`src/rtl/mm_mul_pkg.sv`:
```
// Shared types and constants for the memory-mapped sequential multiplier.
package mm_mul_pkg;

  typedef enum logic [1:0] {
    IDLE = 2'd0,
    RUN  = 2'd1,
    FIX  = 2'd2
  } state_t;

  localparam logic [1:0] ADDR_MCAND  = 2'd0;
  localparam logic [1:0] ADDR_MPLIER = 2'd1;
  localparam logic [1:0] ADDR_PROD   = 2'd2;
  localparam logic [1:0] ADDR_STAT   = 2'd3;

  localparam int STAT_BUSY = 0;
  localparam int STAT_DONE = 1;

endpackage

```
`src/rtl/mm_seq_multiplier_shift_add_core.sv`:
```
// Shift-add engine: one multiplier bit per step, accumulating into a 2*WIDTH-bit sum.
module shift_add_core #(
  parameter int WIDTH = 16
) (
  input  logic                 clk,
  input  logic                 rst,
  input  logic                 load,
  input  logic                 step,
  input  logic [WIDTH-1:0]     mcand,
  input  logic [WIDTH-1:0]     mplier,
  output logic [2*WIDTH-1:0]   acc_next,
  output logic                 last
);

  localparam int CW = (WIDTH > 2) ? $clog2(WIDTH) : 1;
  localparam logic [CW-1:0] LAST_BIT = CW'(WIDTH - 1);

  logic [2*WIDTH-1:0] acc_r;
  logic [2*WIDTH-1:0] mcand_sh_r;
  logic [WIDTH-1:0]   mplier_r;
  logic [CW-1:0]      cnt_r;

  // Next accumulator value; equals acc_r whenever no step is taken.
  always_comb begin
    acc_next = acc_r;
    if (step && mplier_r[0]) begin
      acc_next = acc_r + mcand_sh_r;
    end else begin
      acc_next = acc_r;
    end
    last = (cnt_r == LAST_BIT);
  end

  // Operand shift registers, accumulator and bit counter.
  always_ff @(posedge clk or posedge rst) begin
    if (rst) begin
      acc_r      <= {(2*WIDTH){1'b0}};
      mcand_sh_r <= {(2*WIDTH){1'b0}};
      mplier_r   <= {WIDTH{1'b0}};
      cnt_r      <= {CW{1'b0}};
    end else if (load) begin
      acc_r      <= {(2*WIDTH){1'b0}};
      mcand_sh_r <= {{WIDTH{1'b0}}, mcand};
      mplier_r   <= mplier;
      cnt_r      <= {CW{1'b0}};
    end else if (step) begin
      acc_r      <= acc_next;
      mcand_sh_r <= mcand_sh_r << 1;
      mplier_r   <= mplier_r >> 1;
      cnt_r      <= cnt_r + CW'(1);
    end
  end

endmodule

```
`src/rtl/mm_seq_multiplier.sv`:
```
// Bus-mapped sequential multiplier: operand/product/status registers and control FSM.
// Define SIGNED_MUL_EN for two's-complement operands (adds one FIX cycle of latency).
module mm_seq_multiplier
  import mm_mul_pkg::*;
#(
  parameter int WIDTH = 16
) (
  input  logic                 clk,
  input  logic                 rst,
  input  logic                 e,
  input  logic                 w,
  input  logic                 r,
  input  logic [1:0]           addr,
  input  logic [WIDTH-1:0]     DIn,
  output logic [2*WIDTH-1:0]   DOut,
  output logic                 busy,
  output logic                 done
);

  state_t             state_r;
  logic [WIDTH-1:0]   mcand_r;
  logic [WIDTH-1:0]   mplier_r;
  logic [2*WIDTH-1:0] prod_r;
  logic [2*WIDTH-1:0] dout_r;
  logic               busy_r;
  logic               done_r;
  logic               write_s;
  logic               read_s;
  logic               start_s;
  logic [2*WIDTH-1:0] stat_s;
  logic [WIDTH-1:0]   core_mcand_s;
  logic [WIDTH-1:0]   core_mplier_s;
  logic [2*WIDTH-1:0] acc_next_s;
  logic               last_s;
  logic               step_s;

`ifdef SIGNED_MUL_EN
  logic neg_r;

  // The most-negative value maps onto itself, which is its correct unsigned magnitude.
  function automatic logic [WIDTH-1:0] magnitude(input logic [WIDTH-1:0] v);
    if (v[WIDTH-1]) begin
      return ~v + {{(WIDTH-1){1'b0}}, 1'b1};
    end else begin
      return v;
    end
  endfunction

  assign core_mcand_s  = magnitude(mcand_r);
  assign core_mplier_s = magnitude(mplier_r);
`else
  assign core_mcand_s  = mcand_r;
  assign core_mplier_s = mplier_r;
`endif

  assign write_s = e & w;
  assign read_s  = e & r;
  assign start_s = write_s && (addr == ADDR_STAT) && DIn[0] && (state_r == IDLE);
  assign step_s  = (state_r == RUN);
  assign DOut    = dout_r;
  assign busy    = busy_r;
  assign done    = done_r;

  // Status word as seen on the bus.
  always_comb begin
    stat_s            = {(2*WIDTH){1'b0}};
    stat_s[STAT_BUSY] = busy_r;
    stat_s[STAT_DONE] = done_r;
  end

  shift_add_core #(.WIDTH(WIDTH)) u_core (
    .clk      (clk),
    .rst      (rst),
    .load     (start_s),
    .step     (step_s),
    .mcand    (core_mcand_s),
    .mplier   (core_mplier_s),
    .acc_next (acc_next_s),
    .last     (last_s)
  );

  // Bus register file, read port and control FSM.
  always_ff @(posedge clk or posedge rst) begin
    if (rst) begin
      state_r  <= IDLE;
      mcand_r  <= {WIDTH{1'b0}};
      mplier_r <= {WIDTH{1'b0}};
      prod_r   <= {(2*WIDTH){1'b0}};
      dout_r   <= {(2*WIDTH){1'b0}};
      busy_r   <= 1'b0;
      done_r   <= 1'b0;
`ifdef SIGNED_MUL_EN
      neg_r    <= 1'b0;
`endif
    end else begin
      if (write_s && !busy_r) begin
        case (addr)
          ADDR_MCAND:  mcand_r  <= DIn;
          ADDR_MPLIER: mplier_r <= DIn;
          default:     ;
        endcase
      end

      // Reads see pre-edge register values, so a same-edge write is not visible yet.
      if (read_s) begin
        case (addr)
          ADDR_MCAND:  dout_r <= {{WIDTH{1'b0}}, mcand_r};
          ADDR_MPLIER: dout_r <= {{WIDTH{1'b0}}, mplier_r};
          ADDR_PROD:   dout_r <= prod_r;
          ADDR_STAT:   dout_r <= stat_s;
          default:     dout_r <= dout_r;
        endcase
      end

      case (state_r)
        IDLE: begin
          if (start_s) begin
            done_r  <= 1'b0;
            busy_r  <= 1'b1;
            state_r <= RUN;
`ifdef SIGNED_MUL_EN
            neg_r   <= mcand_r[WIDTH-1] ^ mplier_r[WIDTH-1];
`endif
          end
        end
        RUN: begin
          if (last_s) begin
`ifdef SIGNED_MUL_EN
            state_r <= FIX;
`else
            prod_r  <= acc_next_s;
            done_r  <= 1'b1;
            busy_r  <= 1'b0;
            state_r <= IDLE;
`endif
          end
        end
        FIX: begin
`ifdef SIGNED_MUL_EN
          prod_r  <= neg_r ? (~acc_next_s + {{(2*WIDTH-1){1'b0}}, 1'b1}) : acc_next_s;
          done_r  <= 1'b1;
          busy_r  <= 1'b0;
`endif
          state_r <= IDLE;
        end
        default: state_r <= IDLE;
      endcase
    end
  end

endmodule

```
`config.mk`:
```
export PLATFORM = sky130hd
export DESIGN_NAME = mm_seq_multiplier
export DESIGN_NICKNAME = d
export VERILOG_FILES = /design/src/rtl/mm_mul_pkg.sv /design/src/rtl/mm_seq_multiplier_shift_add_core.sv /design/src/rtl/mm_seq_multiplier.sv
export SDC_FILE = /design/constraint.sdc
export NUM_CORES = 1
export LEC_CHECK = 0
export ABC_CLOCK_PERIOD_IN_PS = 8400
export BUFFER_PORTS_ARGS = -buffer_cell sky130_fd_sc_hd__buf_2
export CELL_PAD_IN_SITES_DETAIL_PLACEMENT = 1
export CELL_PAD_IN_SITES_GLOBAL_PLACEMENT = 2
export CORE_MARGIN = 8
export CORE_UTILIZATION = 39
export DETAILED_ROUTE_END_ITERATION = 8
export PLACE_DENSITY_LB_ADDON = 0.1
export SETUP_SLACK_MARGIN = 0.3
export SLEW_MARGIN = 20
export SYNTH_ARGS = -nofsm -noshare
export SYNTH_HDL_FRONTEND = slang
export SYNTH_SLANG_ARGS = --single-unit
```
`constraint.sdc`:
```
create_clock -name clk -period 8.4 [get_ports clk]
set_input_delay 1.26 -clock clk [delete_from_list [all_inputs] [get_ports clk]]
set_output_delay 1.26 -clock clk [all_outputs]
set_load 0.03 [all_outputs]
```
* Word level (Yosys, flattened, before mapping) *
Cells that the tools add are included.

operators by class
  $add $sub $neg = 2
  equal/unequal tests = 7
  multiplexer cells = 19
  bitwise logic cells = 2
  reduce and logical (&&, ||, !) cells = 15

operators by type and width
  kind                                                  number
  2-to-1 mux 32 bit                                     5
  one-hot mux 32 bit (4 select lines)                   1
  adder 32 bit                                          1
  2-to-1 mux 16 bit                                     2
  2-to-1 mux 4 bit                                      2
  AND reduction 2 bit                                   4
  logical AND 1 bit                                     5
  adder 4 x 1 -> 4 bit (second input constant)          1
  equality test 2 x 1 -> 1 bit (second input constant)  2
  equality test 2 bit (second input constant)           2
  equality test 4 bit (second input constant)           1
  zero test 2 bit                                       2
  2-to-1 mux 1 bit                                      4
  2-to-1 mux 2 bit                                      2
  inequality test 2 bit (second input constant)         2
  one-hot mux 1 bit (2 select lines)                    2
  one-hot mux 2 bit (2 select lines)                    1
  nonzero test 2 bit                                    2
  AND reduction 3 bit                                   1
  bitwise AND 1 bit                                     2
  zero test 1 bit                                       1

word-level totals
  flip-flop bits (word level) = 184
  output and inout bits = 34

* Logic depth before layout (Yosys ltp) *
Gate-level depths: netlist (run 1).

  word-level depth = 6
  gate-level depth with buffers = 12
  mapped depth without buffers = 12

* Cells and area by module *
Synthesis (run 1) repeated with hierarchy kept, for this count alone.

second synthesis, totals
  cell total of the unflattened synthesis = 879
  area total of the unflattened synthesis = 9,402.8 µm²

by module, submodules not included
  module             instances  cells each  area an instance (µm²)
  shift_add_core     1          590         5,316.3
  mm_seq_multiplier  1          289         4,086.4

* Worst setup path after synthesis (run 1) *
OpenSTA, ideal clock, no wires.

  kind = in2reg
  from = input addr[0]
  to = register mcand_r[0], in the netlist core_mcand_s[0]
  data arrival time = 2.816 ns
  required time = 8.275 ns
  setup slack = 5.459 ns
  stages = 3
  buffers on the path = 1
  path through = nor4_1 clkbuf_1 mux2_2

on the way
  cells in the longest elaborated chain, start to end = 2

ends and longest elaborated chain
  item                           line                     source
  start, declared                mm_seq_multiplier.sv:13  input logic [1:0] addr,
  zero test 2 bit                mm_seq_multiplier.sv:97  case (addr)
  AND reduction 2 bit (no line)  --
  end signal, assigned           mm_seq_multiplier.sv:86  mcand_r <= {WIDTH{1'b0}};
  end signal, assigned           mm_seq_multiplier.sv:98  ADDR_MCAND: mcand_r <= DIn;
  end, declared                  mm_seq_multiplier.sv:21  logic [WIDTH-1:0] mcand_r;

Every way passes these cells.
A chain may end at the register's enable or synchronous reset.

* Worst setup path in the final report (run 1) *
  from = register busy_r, in the netlist busy
  to = output busy

RTL lines
  item                    line                      source
  start, declared         mm_seq_multiplier.sv:25   logic busy_r;
  start signal, assigned  mm_seq_multiplier.sv:90   busy_r <= 1'b0;
  start signal, assigned  mm_seq_multiplier.sv:119  busy_r <= 1'b1;
  start signal, assigned  mm_seq_multiplier.sv:133  busy_r <= 1'b0;
  end, declared           mm_seq_multiplier.sv:16   output logic busy,

No word-level cell between the ends.

==> results of run 1 <==
[final timing paths]
path / startpoint / slack (ns) / to
worst max-delay path: busy / 4.97 / busy
worst min-delay path: DOut[10] / 0.48 / DOut[10]
worst max register to register: u_core.mcand_sh_r[1] / 5.26 / prod_r[31]
worst min register to register: DOut[10] / 0.48 / DOut[10]
max in group asynchronous: rst / 5.94 / u_core.mcand_sh_r[15]
min in group asynchronous: rst / 0.95 / DOut[28]
[critical path, delay by kind of cell, from the launching register on]
family / cells / cell delay [ns]
buf+inv: 2 / 0.99
flops: 1 / 0.70
[where the power goes]
part           total (W)  internal (W)  switching (W)
logic            0.00117      0.000453       0.000721
clock network   0.000812      0.000422       0.000390
registers        0.00145       0.00117       0.000280
total            0.00344       0.00205        0.00139
[metrics by stage]
step	worst slack, ns	power [W]	std cells	util (%)	instance area (sq um)
final	4.97	0.00344	1314	44.6	10400
after global routing	4.84	0.00369	1314	44.6	10400
after CTS	4.91	0.00349	1314	44.6	10400
after detailed placement	4.86	0.00266	1283	42.1	9850
after global placement	4.94	0.00264	1283	42.1	9850
after floorplan	2.20	0.00227	953	-	9250
[logic make-up (layout without fill, tap and decap cells)]
kind of cell,count (synthesis),after routing
AND/OR/NAND/NOR,293,293
AO/OA/AOI/OAI,255,255
flip-flops,182,182
multiplexers,97,97
buffers and inverters,64,106
adder cells (fa/ha/maj),33,33
XOR/XNOR,29,29
[layer usage]
layer / GRT usage (%) / part of all wire (%)
met1: 24.4 / 45
met2: 33.2 / 52
met3: 2.36 / 1.8
met4: 4.81 / 1.2
met5: 0 / 0
[synthesized netlist by cell type, types with 3 or more instances]
cell type	count	share of area, %
ha_1	32	4.3
nor2_1	67	2.7
clkbuf_1	50	2.0
and3_1	5	0.34
a31o_2	4	0.38
nand2_1	169	6.9
mux2i_1	61	6.6
xnor2_1	15	1.4
mux2_2	34	4.1
nor3_1	5	0.27
a221o_1	3	0.32
a21o_1	10	0.81
a21oi_1	65	3.5
nand4_1	6	0.41
a22o_1	16	1.5
o21ai_0	110	6.0
o22ai_1	4	0.27
dfrtp_1	182	49
inv_1	7	0.28
buf_1	5	0.20
or3_1	3	0.20
nor2b_1	7	0.47
a31oi_1	25	1.7
xor2_1	14	1.3
nand3_1	20	1.1
[flip-flops by register name, summed over array words and instances (netlist names)]
name               count
DOut                  32
prod_r                32
u_core.acc_r          32
u_core.mcand_sh_r     32
core_mcand_s          16
core_mplier_s         16
u_core.mplier_r       16
u_core.cnt_r           4
busy                   1
done                   1
[layout make-up]
class,count,area (sq um),share of cell area [%]
Tap cell,319,399,3.83
Multi-Input combinational cell,707,4490,43.1
Inverter,8,37.5,0.360
Timing Repair Buffer,67,363,3.48
Clock inverter,14,156,1.50
Clock buffer,17,425,4.08
Sequential cell,182,4560,43.7
==> run metrics, run 1 <==
Setup violations, final=0; antenna cells=0; path depth of the worst reg2reg path=11; Fin Hold WS=about 0.48 ns; hold_buf cts=0; startpoint type of the worst setup path=register; most frequent cells in the layout=dfrtp_1 (181), nand2_1 (167), o21ai_0 (110); DRT iter0 DRCs=roughly 400; Synth Area in Compound Gates=16.4%; Root Driver=clkbuf_16; Routability Congestion=~0.77; die height=around 170 microns; PD cells=330 mW/mm^2; Worst setup EP type=output port; Post-Synth Simple-Gate Area=a little over an eighth; Final period util=roughly two fifths; detailed placer's ending HPWL=~18000 microns; outcome=completed; register area share after synthesis=49.2%; cts bufs inserted=17; layout cells sized above 1=around 16%; RSZ-0062 raised after global routing=no; Vias=between 7k and 8k; via/cell ratio=around 5.4; largest net degree at the start of global routing=roughly 110; later-pin clock latency in the skew report=0.44 ns; clk buf depth=2; CP max stage cell=dfrtp_4; Post-route DRC=0; initial antenna violation count=0; final hold vios=0; Final #Nets=1039; largest family of logic cells by synthesized area=compound AO/OA/AOI/OAI gates; Seq cells post-synth=roughly 180; PostCTS Resize Cnt=0; number of global-route vias before repair=~7.6k; Yosys Warn Count=0; hold path depth=2; Cells after Synth=between 900 and 1k; commonest non-fill, non-tap cell in the layout=dfrtp_1; Mapped Nets=roughly 1.0k; Arrival @ worst endpoint=2.17 ns; chip width=around 170 microns; async set-reset flop share out of synthesis=100%; Worst Path Required=around 7.1 ns; leak pwr=4.64 nW; # H-tree levels=4; CTS Sinks=between 150 and 200; clk slew on worst S/H paths=~0.070 ns; prevailing post-synth register cell=dfrtp_1; Post-Synth Adder-Cell Area=about 4.5%; max-cap viol count=0; fmax=around 0.29 GHz; Total GRT Usage=between 10% and 20%; Slew HR=about a third; Distinct cells, synth=53; Setup Crit Path Kind=reg -> out; CTS tree=yes; I/O pins=57; setup_tns=0 ns; Mapped Area=0.00925 sq mm; Fillers=~2.7k; Final Skew=0.0187 ns; xor and xnor area share after synthesis=2.75%; maximum vdd drop=roughly 230 uV; global-route wire length before repair=about 43000 microns; EDFF count, synth=0; peak fanout along the critical path=74; number of cell rows=56; IO Port Bufs=56; DRT Pass-1 Iters=4; DR WL/cell=around 20 microns; area delta synth->final=12.8%; Min-Delay Path Class=reg -> reg; post-CTS setup repair buffer count=0; die area=between 0.02 and 0.03 sq mm; syn avg cell area=about 9.7 sq um; Routed WL=roughly 26000 microns; Core Region=~0.023 sq mm; crit-path max cell delay=roughly 0.70 ns; GRT overflow=0; Antenna Nets Post-Route=0; Max Slew Vio Count=0; final worst path period need=roughly 3.4 ns; initial core utilization=39.5%; Least-Margin Pin Slew=0.976 ns; multiplexer area fraction after synthesis=around 11%; CP Cell Sequence=buf_4, buf_2
Note: power is estimated with default switching activity, not from simulation.
==> inputs of run 2 (changes only) <==
--- a/config.mk
+++ b/config.mk
@@ -5,7 +5,7 @@
 export SDC_FILE = /design/constraint.sdc
 export NUM_CORES = 1
 export LEC_CHECK = 0
-export ABC_CLOCK_PERIOD_IN_PS = 8400
+export ABC_CLOCK_PERIOD_IN_PS = 3500
 export BUFFER_PORTS_ARGS = -buffer_cell sky130_fd_sc_hd__buf_2
 export CELL_PAD_IN_SITES_DETAIL_PLACEMENT = 1
 export CELL_PAD_IN_SITES_GLOBAL_PLACEMENT = 2
==> constraint.sdc (replaced) <==
create_clock -name clk -period 3.5 [get_ports clk]
set_input_delay 0.525 -clock clk [delete_from_list [all_inputs] [get_ports clk]]
set_output_delay 0.525 -clock clk [all_outputs]
set_load 0.03 [all_outputs]
==> run metrics, run 2 (synthesized netlist as in run 1, its figures left out) <==
antenna cells=0; max-cap viol count=0; # H-tree levels=4; final hold vios=0; worst setup margin=0.414 ns; Setup WS pre-CTS=~0.44 ns; DRT iter0 DRCs=a little over 300; global-route wire length before repair=between 40000 and 50000 microns; DRT met1 WL=12000 microns; maximum vdd drop=about 290 uV; GRT overflow=0; Routed WL=between 20000 and 30000 microns; Worst Path Required=between 3 and 4 ns; Worst setup EP type=register; Placed Area=approximately 0.010 sq mm; Final Skew=0.0131 ns; RSZ-0062 raised after global routing=yes; IO Port Bufs=56; initial core utilization=slightly below 40%; Core Region=0.0234 sq mm; setup_tns=0 ns; number of cell rows=56; leak pwr=between 4 and 5 nW; later-pin clock latency in the skew report=between 0.4 and 0.5 ns; final instance area=0.0106 sq mm; layout cells sized above 1=~17%; startpoint type of the worst setup path=register; Total GRT Usage=19.1%; fmax=about 0.32 GHz; peak fanout along the critical path=4; Antenna Nets Post-Route=0; Arrival @ worst endpoint=3.44 ns; Max Slew Vio Count=0; Routability Congestion=0.768; Setup violations, final=0; clk buf depth=2; outcome=completed; post-CTS setup repair buffer count=0; CTS tree=yes; number of global-route vias before repair=between 7k and 8k; DR WL/cell=between 15 and 20 microns; Setup Crit Path Kind=reg -> reg; cts bufs inserted=17; detailed placer's ending HPWL=18600 microns; Design Power=0.00839 W; Fin Hold WS=roughly 0.19 ns; met3 WL=roughly 630 microns; clk slew on worst S/H paths=around 0.080 ns; final worst path period need=3.09 ns; DRT Pass-1 Iters=6; PD cells=791 mW/mm^2; largest net degree at the start of global routing=67; Reg-to-Reg Start=u_core.acc_r[0]; commonest non-fill, non-tap cell in the layout=dfrtp_1; chip width=170 microns; hold_buf cts=0; Post-route DRC=0; Root Driver=clkbuf_16; Final period util=88.2%; Final #Nets=approximately 1.1k; origin of the worst setup path=u_core.acc_r[0]; PostCTS Resize Cnt=0; die height=~170 microns; CTS Sinks=~180; initial antenna violation count=0; met2 wire length=about 13000 microns; Min-Delay Path Class=in -> async; Vias=just over 7k; Least-Margin Pin Slew=about 0.9 ns; most frequent cells in the layout=dfrtp_1 (181), nand2_1 (168), o21ai_0 (110); area delta synth->final=14.6%; via/cell ratio=between 5 and 6; top layer reached by signal wires=met4; Slew HR=between 40 and 50%; die area=between 0.02 and 0.03 sq mm; I/O pins=57
## run 2: final cells by class
cell class / count / area [sq um]
Timing Repair Buffer: 81 / 518
Fill cell: 2712 / 12800
Clock buffer: 17 / 425
Sequential cell: 182 / 4560
Multi-Input combinational cell: 707 / 4490
Clock inverter: 15 / 185
Inverter: 8 / 33.8
Tap cell: 319 / 399
## run 2: report_power, final
group | switching, W | internal, W | total (W) | leakage, nW
Combinational | 0.00171 | 0.00112 | 0.00283 | 2.06
Sequential | 0.000708 | 0.00281 | 0.00352 | 2.38
Clock | 0.000951 | 0.00109 | 0.00204 | 0.295
## run 2: through the flow
step,cells,util [%]
global route,1329,45.3
floorplan,953,-
global placement,1297,42.7
CTS,1329,45.3
detailed placement,1297,42.7
finish,1329,45.3
## run 2: critical path, stage by stage (launching register included)
cell and delay [ns]:
dfrtp_1 0.41, ha_1 0.22, fa_1 0.42, a21o_1 0.19
nand4_1 0.10, a21oi_1 0.09, o2111ai_1 0.24, a21oi_1 0.16
o41ai_1 0.50, nor2b_1 0.22, xnor2_1 0.13, nand2_1 0.10
a31oi_1 0.21
## run 2: path summary, 6_finish.rpt
kind                               endpoint  slack [ns]  depth (start not counted)
setup / recovery                 prod_r[26]        0.41                         12
hold / removal                      DOut[2]        0.19                          2
setup reg to reg                 prod_r[26]        0.41                         12
hold reg to reg                    DOut[14]        0.48                          2
max in group asynchronous  core_mcand_s[15]        2.57                          3
min in group clk            core_mcand_s[7]        0.32                          2
## run 2: routing by layer
| layer | vias up | GRT usage (%) |
|---|---|---|
| li1 | 3455 | - |
| met1 | 3591 | 23.8 |
| met2 | 76 | 33.7 |
| met3 | 20 | 3.29 |
| met4 | 0 | 5.15 |
| met5 | - | 0 |
==> inputs of run 3 (changes only) <==
--- a/config.mk
+++ b/config.mk
@@ -12,6 +12,7 @@
 export CORE_MARGIN = 8
 export CORE_UTILIZATION = 39
 export DETAILED_ROUTE_END_ITERATION = 8
+export MAX_ROUTING_LAYER = met4
 export PLACE_DENSITY_LB_ADDON = 0.1
 export SETUP_SLACK_MARGIN = 0.3
 export SLEW_MARGIN = 20
==> run metrics, run 3 (synthesized netlist as in run 1, its figures left out) <==
outcome=completed; DR WL/cell=a little under 20 microns; Setup WS pre-CTS=between 0.4 and 0.5 ns; Least-Margin Pin Slew=approximately 0.88 ns; CTS Sinks=~180; PostCTS Resize Cnt=0; Fillers=2712; RSZ-0062 raised after global routing=yes; Post-route DRC=0; final worst path period need=just over 3 ns; PD cells=between 700 and 800 mW/mm^2; Vias=about 7.2k; DRT iter0 DRCs=approximately 350; I/O pins=57; Antenna Nets Post-Route=0; Min-Delay Path Class=in -> async; clk buf depth=2; GRT overflow=0; Core Region=0.0234 sq mm; CTS tree=yes; Final Skew=around 0.014 ns; cts bufs inserted=17; Setup Crit Path Kind=reg -> reg; Fin Hold WS=0.199 ns; startpoint type of the worst setup path=register; DRT Pass-1 Iters=4; die area=between 0.02 and 0.03 sq mm; die height=roughly 170 microns; Reg area=around 0.0046 sq mm; via/cell ratio=about 5.4; number of global-route vias before repair=7883; chip width=between 150 and 200 microns; maximum vdd drop=around 280 uV; IO Port Bufs=56; Routability Congestion=between 0.7 and 0.8; Setup violations, final=0; post-CTS setup repair buffer count=0; Worst Path Required=about 3.9 ns; detailed placer's ending HPWL=roughly 19000 microns; initial core utilization=roughly 40%; clk slew on worst S/H paths=0.08 ns; worst setup margin=~0.4 ns; initial antenna violation count=0; leak pwr=between 4 and 5 nW; Routed WL=26400 microns; Max Slew Vio Count=0; fmax=0.323 GHz; # H-tree levels=4; Final period util=between 80% and 90%; max-cap viol count=0; commonest non-fill, non-tap cell in the layout=dfrtp_1; later-pin clock latency in the skew report=approximately 0.44 ns; area delta synth->final=14.6%; antenna cells=0; Reg-to-Reg Start=u_core.mcand_sh_r[0]; largest net degree at the start of global routing=67; Worst setup EP type=register; global-route wire length before repair=about 43000 microns; layout cells sized above 1=16.7%; number of cell rows=56; final hold vios=0; peak fanout along the critical path=3; Final #Nets=1053; origin of the worst setup path=u_core.mcand_sh_r[0]; Placed Instances=roughly 1.3k; setup_tns=0 ns; most frequent cells in the layout=dfrtp_1 (181), nand2_1 (168), o21ai_0 (110); Finished Layout Cells=1329; Root Driver=clkbuf_16; Multi-input gate area=about 0.0045 sq mm; Slew HR=between 40% and 50%; Arrival @ worst endpoint=~3.4 ns; hold_buf cts=0; Total GRT Usage=approximately a fifth
-- run 3: per-stage QoR --
stage / area [sq um] / utilization [%] / power, W
6_report: 10600 / 45.3 / 0.00839
5_1_grt: 10600 / 45.3 / 0.00901
4_1_cts: 10600 / 45.3 / 0.00852
3_5_place_dp: 10000 / 42.7 / 0.00644
3_3_place_gp: 10000 / 42.7 / 0.00635
2_1_floorplan: 9260 / - / 0.00546
-- run 3: critical path: stages, from the launching register on --
cell and delay, ns:
dfrtp_1 0.40, ha_1 0.24, fa_1 0.42, a21o_1 0.19, nand4_1 0.10, a21oi_1 0.09
o2111ai_1 0.24, a21oi_1 0.16, o41ai_1 0.50, nor2b_1 0.22, xnor2_1 0.13, nand2_1 0.10
a31oi_1 0.22
-- run 3: layout make-up --
type | instances | area share, %
clock inverters | 15 | 1.75
flip-flops and latches | 182 | 43.0
multi-input cells | 707 | 42.3
inverters | 8 | 0.319
well taps | 319 | 3.76
clock buffers | 17 | 4.01
repair buffers | 81 | 4.88
-- run 3: per-layer routing --
layer | wire [microns] | up-vias | GRT usage (%) | share of wire (%)
li1 | - | 3459 | - | -
met1 | 12100 | 3624 | 23.8 | 46
met2 | 13400 | 59 | 33.6 | 51
met3 | 499 | 21 | 3.27 | 1.9
met4 | 401 | 0 | 5.15 | 1.5
met5 | 0 | - | - | 0
-- run 3: path summary, 6_finish.rpt --
kind / endpoint / slack (ns) / cells after the start
worst max-delay path: prod_r[26] / 0.41 / 12
worst min-delay path: DOut[2] / 0.20 / 2
worst max register to register: prod_r[26] / 0.41 / 12
worst min register to register: DOut[14] / 0.48 / 2
max in group asynchronous: core_mcand_s[15] / 2.55 / 3
min in group clk: core_mcand_s[7] / 0.33 / 2
-- run 3: report_power, final --
group | total (W) | leakage, nW | internal [W] | switching, W
sequential | 0.00352 | 2.38 | 0.00281 | 0.000711
combinational | 0.00284 | 2.06 | 0.00112 | 0.00171
clock | 0.00204 | 0.295 | 0.00109 | 0.000947
